### src/rtl/axis_video_pkg.sv
// Shared types, pattern codes and pixel packing for the AXI4-Stream video frame source.
package axis_video_pkg;

   localparam int unsigned PIX_W  = 32;
   localparam int unsigned COMP_W = 10;
   localparam int unsigned PAT_W  = 2;
   localparam int unsigned D_W    = 4;
   localparam int unsigned BAR_W  = 3;
   localparam int unsigned FC_W   = 16;

   localparam logic [PAT_W-1:0] PAT_INCR  = 2'd0;
   localparam logic [PAT_W-1:0] PAT_BARS  = 2'd1;
   localparam logic [PAT_W-1:0] PAT_RAMP  = 2'd2;
   localparam logic [PAT_W-1:0] PAT_SOLID = 2'd3;

   typedef enum logic [1:0] {
      ST_IDLE   = 2'd0,
      ST_ACTIVE = 2'd1,
      ST_HBLANK = 2'd2,
      ST_VBLANK = 2'd3
   } state_t;

   typedef struct packed {
      logic [COMP_W-1:0] c2;
      logic [COMP_W-1:0] c1;
      logic [COMP_W-1:0] c0;
   } pix_t;

   function automatic logic [PIX_W-1:0] pack_pix(input logic [COMP_W-1:0] c2,
                                                 input logic [COMP_W-1:0] c1,
                                                 input logic [COMP_W-1:0] c0);
      return {2'b00, c2, c1, c0};
   endfunction

endpackage

### src/rtl/axis_video_if.sv
// AXI4-Stream video beat bundle: master drives data/valid/user/last, slave drives ready.
interface axis_video_if;
   import axis_video_pkg::*;

   logic [PIX_W-1:0] tdata;
   logic             tvalid;
   logic             tready;
   logic             tuser;
   logic             tlast;

   modport master (output tdata, output tvalid, output tuser, output tlast, input tready);
   modport slave  (input tdata, input tvalid, input tuser, input tlast, output tready);

endinterface

### src/rtl/axis_pattern_gen.sv
// Combinational pixel generator: components for one beat from pattern, ramp, bar index, d and solid.
module axis_pattern_gen
   import axis_video_pkg::*;
(
   input  logic [PAT_W-1:0]  pat,
   input  logic [COMP_W-1:0] ramp,
   input  logic [BAR_W-1:0]  bar_idx,
   input  logic [D_W-1:0]    d,
   input  logic [COMP_W-1:0] solid,
   output pix_t              pix_c
);

   always_comb begin
      pix_c = '0;
      case (pat)
         PAT_INCR: begin
            pix_c.c0 = {d, 6'b000000};
            pix_c.c1 = {d, 6'b000000};
            pix_c.c2 = {d, 6'b000000};
         end
         PAT_BARS: begin
            pix_c.c0 = {COMP_W{bar_idx[0]}};
            pix_c.c1 = {COMP_W{bar_idx[1]}};
            pix_c.c2 = {COMP_W{bar_idx[2]}};
         end
         PAT_RAMP: begin
            pix_c.c0 = ramp;
            pix_c.c1 = ramp;
            pix_c.c2 = ramp;
         end
         default: begin
            pix_c.c0 = solid;
            pix_c.c1 = solid;
            pix_c.c2 = solid;
         end
      endcase
   end

endmodule

### src/rtl/axis_video_frame_src.sv
// AXI4-Stream video frame source: line/frame sequencing with blanking, pattern latched per frame.
module axis_video_frame_src
   import axis_video_pkg::*;
#(
   parameter int unsigned H_ACTIVE = 640,
   parameter int unsigned V_ACTIVE = 480,
   parameter int unsigned H_BLANK  = 1750,
   parameter int unsigned V_BLANK  = 64,
   parameter int unsigned CNT_W    = 12
)(
   input  logic              clk,
   input  logic              rstn,
   input  logic              enable,
   input  logic [PAT_W-1:0]  pattern_sel,
   input  logic [COMP_W-1:0] solid_val,
   axis_video_if.master      m_axis_video,
   output logic [FC_W-1:0]   frame_cnt,
   output logic              busy
);

   localparam int unsigned BLK_W = $clog2(H_BLANK + V_BLANK + 1);
   localparam int unsigned ACC_W = CNT_W + 4;
   localparam logic [CNT_W-1:0] LAST_X = CNT_W'(H_ACTIVE - 1);
   localparam logic [CNT_W-1:0] LAST_Y = CNT_W'(V_ACTIVE - 1);

   state_t            state, state_n;
   logic [CNT_W-1:0]  x, y;
   logic [BAR_W-1:0]  bar_idx;
   logic [ACC_W-1:0]  bar_acc;
   logic [BLK_W-1:0]  blank_cnt;
   logic [D_W-1:0]    d;
   logic [PAT_W-1:0]  frame_pat;
   logic [COMP_W-1:0] frame_solid;

   logic              hs_c, sof_c, line_start_c, advance_c, eol_c, frame_end_c, load_c;
   logic [CNT_W-1:0]  px_c;
   logic [BAR_W-1:0]  pbar_c;
   logic [ACC_W-1:0]  pacc_c;
   logic [D_W-1:0]    pd_c;
   logic [PAT_W-1:0]  ppat_c;
   logic [COMP_W-1:0] psolid_c;
   pix_t              pix_c;

   assign hs_c = m_axis_video.tvalid & m_axis_video.tready;

   always_ff @(posedge clk or negedge rstn) begin
      if (!rstn) state <= ST_IDLE;
      else       state <= state_n;
   end

   always_comb begin
      state_n = state;
      case (state)
         ST_IDLE:   if (enable) state_n = ST_ACTIVE;
         ST_ACTIVE: if (hs_c && m_axis_video.tlast)
                       state_n = (y == LAST_Y) ? ST_VBLANK : ST_HBLANK;
         ST_HBLANK: if (blank_cnt == '0) state_n = ST_ACTIVE;
         ST_VBLANK: if (blank_cnt == '0) state_n = enable ? ST_ACTIVE : ST_IDLE;
         default:   state_n = ST_IDLE;
      endcase
   end

   always_comb begin
      sof_c        = 1'b0;
      line_start_c = 1'b0;
      advance_c    = 1'b0;
      eol_c        = 1'b0;
      frame_end_c  = 1'b0;
      case (state)
         ST_IDLE:   sof_c = enable;
         ST_ACTIVE: begin
            if (hs_c) begin
               if (m_axis_video.tlast) begin
                  eol_c       = 1'b1;
                  frame_end_c = (y == LAST_Y);
               end else begin
                  advance_c = 1'b1;
               end
            end
         end
         ST_HBLANK: line_start_c = (blank_cnt == '0);
         ST_VBLANK: sof_c = (blank_cnt == '0) && enable;
         default:   ;
      endcase
      load_c = sof_c | line_start_c | advance_c;
   end

   // Values for the beat about to be presented; the bar counter replaces x*8/H_ACTIVE.
   always_comb begin
      px_c   = x;
      pbar_c = bar_idx;
      pacc_c = bar_acc;
      if (advance_c) begin
         px_c   = x + CNT_W'(1);
         pacc_c = bar_acc + ACC_W'(8);
         if (pacc_c >= ACC_W'(H_ACTIVE)) begin
            pacc_c = pacc_c - ACC_W'(H_ACTIVE);
            pbar_c = bar_idx + BAR_W'(1);
         end
      end
      pd_c     = hs_c ? d + D_W'(1) : d;
      ppat_c   = sof_c ? pattern_sel : frame_pat;
      psolid_c = sof_c ? solid_val : frame_solid;
   end

   axis_pattern_gen u_pattern_gen (
      .pat     (ppat_c),
      .ramp    (COMP_W'(px_c)),
      .bar_idx (pbar_c),
      .d       (pd_c),
      .solid   (psolid_c),
      .pix_c   (pix_c)
   );

   always_ff @(posedge clk or negedge rstn) begin
      if (!rstn) begin
         x           <= '0;
         y           <= '0;
         bar_idx     <= '0;
         bar_acc     <= '0;
         blank_cnt   <= '0;
         d           <= '0;
         frame_pat   <= '0;
         frame_solid <= '0;
         frame_cnt   <= '0;
         busy        <= 1'b0;
      end else begin
         if (hs_c) d <= pd_c;
         if (sof_c) begin
            frame_pat   <= pattern_sel;
            frame_solid <= solid_val;
         end
         if (advance_c) begin
            x       <= px_c;
            bar_idx <= pbar_c;
            bar_acc <= pacc_c;
         end else if (eol_c) begin
            x       <= '0;
            bar_idx <= '0;
            bar_acc <= '0;
            y       <= frame_end_c ? '0 : y + CNT_W'(1);
         end
         if (eol_c)
            blank_cnt <= frame_end_c ? BLK_W'(H_BLANK + V_BLANK - 1) : BLK_W'(H_BLANK - 1);
         else if ((state == ST_HBLANK || state == ST_VBLANK) && blank_cnt != '0)
            blank_cnt <= blank_cnt - BLK_W'(1);
         if (frame_end_c) frame_cnt <= frame_cnt + FC_W'(1);
         busy <= (state_n != ST_IDLE);
      end
   end

   // Output beat register: held across stalls, reloaded only when a new beat is presented.
   always_ff @(posedge clk or negedge rstn) begin
      if (!rstn) begin
         m_axis_video.tvalid <= 1'b0;
         m_axis_video.tdata  <= '0;
         m_axis_video.tuser  <= 1'b0;
         m_axis_video.tlast  <= 1'b0;
      end else if (load_c) begin
         m_axis_video.tvalid <= 1'b1;
         m_axis_video.tdata  <= pack_pix(pix_c.c2, pix_c.c1, pix_c.c0);
         m_axis_video.tuser  <= (px_c == '0) && (y == '0);
         m_axis_video.tlast  <= (px_c == LAST_X);
      end else if (eol_c) begin
         m_axis_video.tvalid <= 1'b0;
         m_axis_video.tuser  <= 1'b0;
         m_axis_video.tlast  <= 1'b0;
      end
   end

endmodule

### src/flat_wrapper.sv
// flat-port wrapper written by rule: the top's interface ports become plain ports
module axis_video_frame_src_flat import axis_video_pkg::*;
#(
   parameter int unsigned H_ACTIVE = 640,
   parameter int unsigned V_ACTIVE = 480,
   parameter int unsigned H_BLANK  = 1750,
   parameter int unsigned V_BLANK  = 64,
   parameter int unsigned CNT_W    = 12
)
  (clk, rstn, enable, pattern_sel, solid_val, frame_cnt, busy, m_axis_video_tdata, m_axis_video_tvalid, m_axis_video_tuser, m_axis_video_tlast, m_axis_video_tready);
  axis_video_if m_axis_video_i ();
  input  logic clk;
  input  logic rstn;
  input  logic enable;
  input  logic [PAT_W-1:0] pattern_sel;
  input  logic [COMP_W-1:0] solid_val;
  output logic [FC_W-1:0] frame_cnt;
  output logic busy;
  output wire logic [$bits(m_axis_video_i.tdata)-1:0] m_axis_video_tdata;
  output wire logic [$bits(m_axis_video_i.tvalid)-1:0] m_axis_video_tvalid;
  output wire logic [$bits(m_axis_video_i.tuser)-1:0] m_axis_video_tuser;
  output wire logic [$bits(m_axis_video_i.tlast)-1:0] m_axis_video_tlast;
  input wire logic [$bits(m_axis_video_i.tready)-1:0] m_axis_video_tready;
  assign m_axis_video_tdata = m_axis_video_i.tdata;
  assign m_axis_video_tvalid = m_axis_video_i.tvalid;
  assign m_axis_video_tuser = m_axis_video_i.tuser;
  assign m_axis_video_tlast = m_axis_video_i.tlast;
  assign m_axis_video_i.tready = m_axis_video_tready;
  axis_video_frame_src #(.H_ACTIVE(H_ACTIVE), .V_ACTIVE(V_ACTIVE), .H_BLANK(H_BLANK), .V_BLANK(V_BLANK), .CNT_W(CNT_W)) u_core (.clk(clk), .rstn(rstn), .enable(enable), .pattern_sel(pattern_sel), .solid_val(solid_val), .m_axis_video(m_axis_video_i), .frame_cnt(frame_cnt), .busy(busy));
endmodule
### config.mk
export PLATFORM = sky130hd
export DESIGN_NAME = axis_video_frame_src_flat
export DESIGN_NICKNAME = d
export VERILOG_FILES = /design/src/rtl/axis_video_pkg.sv /design/src/rtl/axis_video_if.sv /design/src/rtl/axis_pattern_gen.sv /design/src/rtl/axis_video_frame_src.sv /design/src/flat_wrapper.sv
export SDC_FILE = /design/constraint.sdc
export NUM_CORES = 1
export LEC_CHECK = 0
export CORE_UTILIZATION = 50
export CTS_CLUSTER_SIZE = 12
export DETAILED_ROUTE_END_ITERATION = 8
export GPL_TIMING_DRIVEN = 0
export PLACE_DENSITY = 0.71
export SYNTH_ARGS = -nofsm -noshare
export SYNTH_HDL_FRONTEND = slang
export SYNTH_SLANG_ARGS = --single-unit
### constraint.sdc
create_clock -name clk -period 4.9 [get_ports clk]
set_clock_uncertainty 0.05 [all_clocks]
set_input_delay 0.49 -clock clk [delete_from_list [all_inputs] [get_ports clk]]
set_output_delay 0.49 -clock clk [all_outputs]
set_load 0.05 [all_outputs]
== Word level (Yosys, flattened, before mapping) ==
Cells that the tools add are included.
Cells by class
  bitwise operators: 4
  order comparisons: 1
  equality and inequality tests: 7
  muxes and demuxes: 40
  add/sub/neg operators: 8
  reduce and logical (&&, ||, !) cells: 16
Operators by type and width (count)
  $pmux W30 S3: 1
  $mux W12: 4
  $mux W16: 3
  $add A12 B1 Y12 const B: 2
  $logic_not A12 Y1: 2
  $mux W11: 2
  $add A16 B1 Y16 const B: 1
  $add A16 B4 Y16 const B: 1
  $ge A16 B10 Y1 const B: 1
  $mux W1: 16
  $sub A16 B10 Y16 const B: 1
  $eq A12 B10 Y1 const B: 1
  $eq A12 B9 Y1 const B: 1
  $mux W3: 4
  $logic_not A11 Y1: 1
  $reduce_bool A11 Y1: 1
  $sub A11 B1 Y11 const B: 1
  $mux W10: 1
  $mux W2: 5
  $mux W9: 1
  $pmux W2 S4: 1
  $reduce_bool A2 Y1: 4
  $eq A2 B2 Y1 const B: 3
  $add A4 B1 Y4 const B: 1
  11 further kinds: 17
Storage, ports and cells
  output and inout bits: 52
  register bits: 122
  input port bits: 16
  logic and storage cells: 91

== Depth between registers and ports, before layout ==
  word-level depth: 7
  gate-level depth with buffers: 11
  mapped depth without buffers: 10

== Modules after synthesis ==
Synthesis repeated with hierarchy kept, for this count alone.
Unflattened totals
  cells, all modules: 660
  area, all modules: 6841.6 µm²
Modules (own cells, without submodules)
  axis_video_frame_src: instances 1, cells an instance 615, area an instance 6316.1 µm²
  axis_pattern_gen: instances 1, cells an instance 45, area an instance 525.5 µm²

== Worst setup path after synthesis ==
Ideal clock, no wire load.
  path kind: reg2reg
  start point: register u_core.m_axis_video.tvalid
  end point: register u_core.frame_cnt[15]
  buffers on the path: 2
  setup time: 0.082 ns
  setup slack: 2.313 ns
  cell stages (with the launch flop): 10
  data arrival time: 2.456 ns
  cells stage by stage: dfrtp_1 > and3_1 > clkbuf_1 > nand2_1 > nor3_1 > nand4_1 > or2_2 > clkbuf_1 > nor2_1 > xor2_1
On the way
  cells in the longest elaborated chain, start to end: 3
Ends and longest elaborated chain
  start, declared: line axis_video_if.sv:11  | modport master (output tdata, output tvalid, output tuser, output tlast, input tready);
  start signal, assigned: line axis_video_frame_src.sv:155  | m_axis_video.tvalid <= 1'b0;
  start signal, assigned: line axis_video_frame_src.sv:160  | m_axis_video.tvalid <= 1'b1;
  start signal, assigned: line axis_video_frame_src.sv:165  | m_axis_video.tvalid <= 1'b0;
  $and A1 B1 Y1: line axis_video_frame_src.sv:44  | assign hs_c = m_axis_video.tvalid & m_axis_video.tready;
  $mux W1: line axis_video_frame_src.sv:72  | if (hs_c) begin
  $mux W1: line axis_video_frame_src.sv:69  | case (state)
  end signal, assigned: line axis_video_frame_src.sv:147  | if (frame_end_c) frame_cnt <= frame_cnt + FC_W'(1);
  end, declared: line axis_video_frame_src.sv:17  | output logic [FC_W-1:0] frame_cnt,
Every way passes these cells.
A chain may end at the register's enable or synchronous reset.

== Final worst setup path ==
  start point: register u_core.state[1]
  end point: register u_core.m_axis_video.tdata[29]
On the way
  cells in the longest elaborated chain, start to end: 5
  elaborated cells between the ends (all ways): 17
  classes of those cells: eq/ne (5); mux (8); bitwise (2); reduce/logical (2)
Ends and longest elaborated chain
  start, declared: line axis_video_frame_src.sv:26  | state_t state, state_n;
  start signal, assigned: line axis_video_frame_src.sv:48  | else state <= state_n;
  $eq A2 B2 Y1 / $logic_not A2 Y1 (equally long branches): line axis_video_frame_src.sv:69
  $pmux W1 S2: line axis_video_frame_src.sv:69
  $mux W2
  $eq A2 B2 Y1 (tied with other cells): line axis_pattern_gen.sv:15  | case (pat)
  $pmux W30 S3: line axis_pattern_gen.sv:15
  end signal, assigned: line axis_video_frame_src.sv:161  | m_axis_video.tdata <= pack_pix(pix_c.c2, pix_c.c1, pix_c.c0);
  end, declared: line axis_video_if.sv:11
Parallel ways exist; a longest one is shown, timed or not.

==> run summary <==
The flow ran to the end, but the final reports show violations. The checks that failed: hold timing. The smallest hold slack is -0.0119 ns. After detailed routing, the total wire length is 17.6 mm.

Setup repair after global routing left no endpoint under its margin. The share of flip-flops with an asynchronous set or reset is 100%. For this run, the detailed router's first-pass iteration total came to 5. The number of hold violations in the final report came out at 11.

After synthesis, the largest area contributor takes up between 40 and 50% of total cell area. In the final routed layout, each cell accounts on average for between 15 and 20 microns. The number of max-cap violations is 0. Yosys attributes the largest share of cell area to dfrtp_1 44%, nand2_1 6.7%, o21ai_0 5.3%. CTS built an H-tree with a depth of 4. In this run the worst hold path is classified as input pin to async pin. The layout overhead on the synthesized area is 21.9%.

The count of port buffers added during placement is 65. The leakage power of the design came out at 3.42 nW. The remaining antenna violation count after routing is 0. The post-synthesis cell count is around 770. The type of element capturing the critical path is a flop. The count of distinct cell types in the synthesized netlist came out at 72. The cell at the root of the clock tree is clkbuf_16. Synthesis inferred 119 register bits. The wire-length estimate of the detail-placed layout is 12.5 mm. At the pin with the least slew margin, the transition time is 0.832 ns. The placeable core region is 0.0132 sq mm. The number of nets in the layout came out at 885. The netlist area before placement came out at 0.00676 sq mm. The Yosys warning count came out at 0. The clock period minus worst slack came out at 3.43 ns. The die area came out at about 0.014 sq mm. The most common cell in the netlist is nand2_1.

TritonCTS built the clock tree. The number of remaining DRC errors came out at 0. The hold buffer count at cts came out at 0. The total count of max-transition violations in the final report came out at 0. The number of CTS-inserted buffers is 17. The initial utilization of the core area, before any placement, comes to about half. The power density normalized to cell area came out at 592 mW/mm^2. After detailed routing, the number of vias per cell comes to 5.90. The largest net degree at the start of global routing is 66. VDD sags by at most 272 uV. The proportion of layout cells with a drive suffix above 1 came out at 6.01%. Summing all multi-input logic gate instances after layout gives 0.00354 sq mm. The primary flip-flop cell chosen by synthesis mapping is dfrtp_1. The post-CTS setup buffer count came out at 0. In this run the critical register-to-register path is launched from u_core.state[1]$_DFF_PN0_.

The max-slew headroom at the worst pin is 44.3%. The worst setup margin came out at 1.47 ns. The clock net in this run drives a total of 119 sinks.

At the worst endpoint, the required time is 5.20 ns. The clock network latency to the later pin of the worst-skew pair is between 0.4 and 0.5 ns. The number of enable-type register cells in the synthesized netlist is 0. The clock transition at the register clock pins on the worst setup and hold paths after CTS is 0.06 ns.

The largest total area in the synthesized netlist belongs to dfrtp_1. The maximum fanout along the worst path came out at 10. The filler cells instantiated in the layout total 1142. The number of rows created at floorplan is 42. Total power for the finished layout comes to 4.88 mW.

STA classifies the critical path startpoint as a flop. The final non-filler cell area came out at 0.00825 sq mm. The number of setup violations in the final report came out at 0. The share of the clock period used by the worst path after layout is 69.9%. The die is 118 microns tall. In this run, the number of DRC markers left after iteration 0 of detailed routing was 522. The initial antenna violation count is 0. The chip width is 118 microns. The critical path is of the flop to flop type. The post-cts repair resize count is 0.

The wire length of the first global-routing pass came out at 29.1 mm. The sequential cells in the finished layout cover a total of around 0.0030 sq mm. Sequential cells were found to cover 44.0% of the synthesized design area. The average size of a mapped cell is 8.82 sq um. For this design the top-level I/O count stands at 68. The routed via count is 6140. Static timing analysis puts the maximum clock frequency at between 200 and 300 MHz. The critical path data arrival time came out at 3.73 ns. The aggregate global routing overflow came out at 0. Routability-driven placement finished with a final weighted congestion of approximately 0.9. The startpoint of the most critical setup path is u_core.state[1]$_DFF_PN0_. The commonest cells after synthesis are 121 x nand2_1, 119 x dfrtp_1, 72 x o21ai_0. The worst slack after detailed placement came out at 1.32 ns. The number of antenna cells inserted is 0. In this run the deepest clock path goes through 2 buffers. The via count of the first global-routing pass was 5849.

In this run the cell area measured after placement is 0.00767 sq mm. The overall global routing resource usage is 26.2%.
[cells by family (layout without fill, tap and decap cells)]
family / after synthesis / after routing / synth area share [%]
AO/OA/AOI/OAI: 188 / 188 / 17.9
flip-flops: 119 / 119 / 44.0
XOR/XNOR: 49 / 49 / 6.35
other: 1 / 2 / 0.0555
AND/OR/NAND/NOR: 320 / 320 / 22.9
multiplexers: 13 / 13 / 2.15
buffers and inverters: 61 / 158 / 3.63
adder cells (fa/ha/maj): 16 / 16 / 2.96
[area by class of cell]
cell class	instances	area share, %
Clock inverter	9	1.53
Sequential cell	119	36.1
Buffer	42	2.11
Timing Repair Buffer	66	8.24
Inverter	19	0.865
Clock buffer	22	5.51
Tap cell	176	2.67
Multi-Input combinational cell	588	43.0
[metrics by stage]
stage	cells	setup TNS [ns]	utilization, %	hold WS (ns)
global placement	1009	-155.32	57.7	0.406
CTS	1041	0	62.3	0.00561
finish	1041	0	62.3	-0.0119
detailed placement	1010	0	57.9	0.409
floorplan	768	0	-	0.144
global route	1041	0	62.3	0.0299
[worst max-delay path, cell delays in order (launching register included)]
cell and delay, ns:
dfrtp_1 0.42, inv_1 0.12, ha_1 0.30, nand4b_1 0.47
or4_1 0.71, xnor2_1 0.36, a21oi_1 0.09, o311ai_1 0.54
o21ai_0 0.19, nand3_1 0.12
[cell usage in the layout, fill, tap and decap left out, types with 3 or more instances in the layout]
cell type	count
o311ai_0	3
xnor2_1	27
clkbuf_16	17
and4_1	5
inv_1	19
ha_1	16
a41oi_1	6
a211o_1	3
nand3b_1	3
nor4b_1	5
bufinv_16	3
a21oi_1	20
and2_1	3
o22ai_1	5
o31ai_1	4
or4_1	3
a211oi_1	6
o311ai_1	4
nor4_1	8
and3_1	10
a21o_1	5
clkinv_2	4
clkbuf_1	35
a31oi_1	26
nand2b_1	4
nor2_1	63
buf_2	6
nand4_1	20
nor3_1	20
nand3_1	29
nand2_1	121
o2111ai_1	5
clkdlybuf4s50_1	64
dfrtp_1	119
o21ai_0	72
or3_1	9
xor2_1	22
mux2i_1	10
a22o_1	5
nor3b_1	7
[routing by layer]
layer	GRT usage (%)	vias up	wire length, microns
met3	4.78	31	771
li1	-	2943	-
met5	0	-	0
met4	9.86	0	357
met2	42.7	188	8560
met1	34.7	2978	7920
[power breakdown]
part           switching [mW]  internal (mW)  total, mW
Combinational            1.45          0.733       2.18
Sequential              0.206           1.25       1.45
Clock                   0.440          0.806       1.25
Total                    2.10           2.79       4.88
[state kept, by name, summed over array words and instances, names as in the netlist]
register / count
u_core.d: 4
u_core.frame_pat: 2
u_core.x: 12
u_core.bar_acc: 13
u_core.busy: 1
u_core.m_axis_video.tuser: 1
u_core.m_axis_video.tdata: 30
u_core.frame_solid: 10
u_core.m_axis_video.tlast: 1
u_core.state: 2
u_core.m_axis_video.tvalid: 1
u_core.blank_cnt: 11
u_core.y: 12
u_core.bar_idx: 3
u_core.frame_cnt: 16
[path summary, 6_finish.rpt]
path                                                        endpoint  slack, ns  cells past startpoint
setup reg to reg           u_core.m_axis_video.tdata[29]$_DFFE_PN0P_       1.47                      9
min in group clk                    u_core.frame_cnt[15]$_DFFE_PN0P_       0.42                      1
setup / recovery           u_core.m_axis_video.tdata[29]$_DFFE_PN0P_       1.47                      9
max in group asynchronous            u_core.frame_solid[1]$_DFF_PN0_       4.12                      2
hold / removal                        u_core.bar_acc[14]$_DFFE_PN0P_      -0.01                      1
hold reg to reg                     u_core.frame_cnt[15]$_DFFE_PN0P_       0.42                      1
Power figures use the tool's default switching activity.
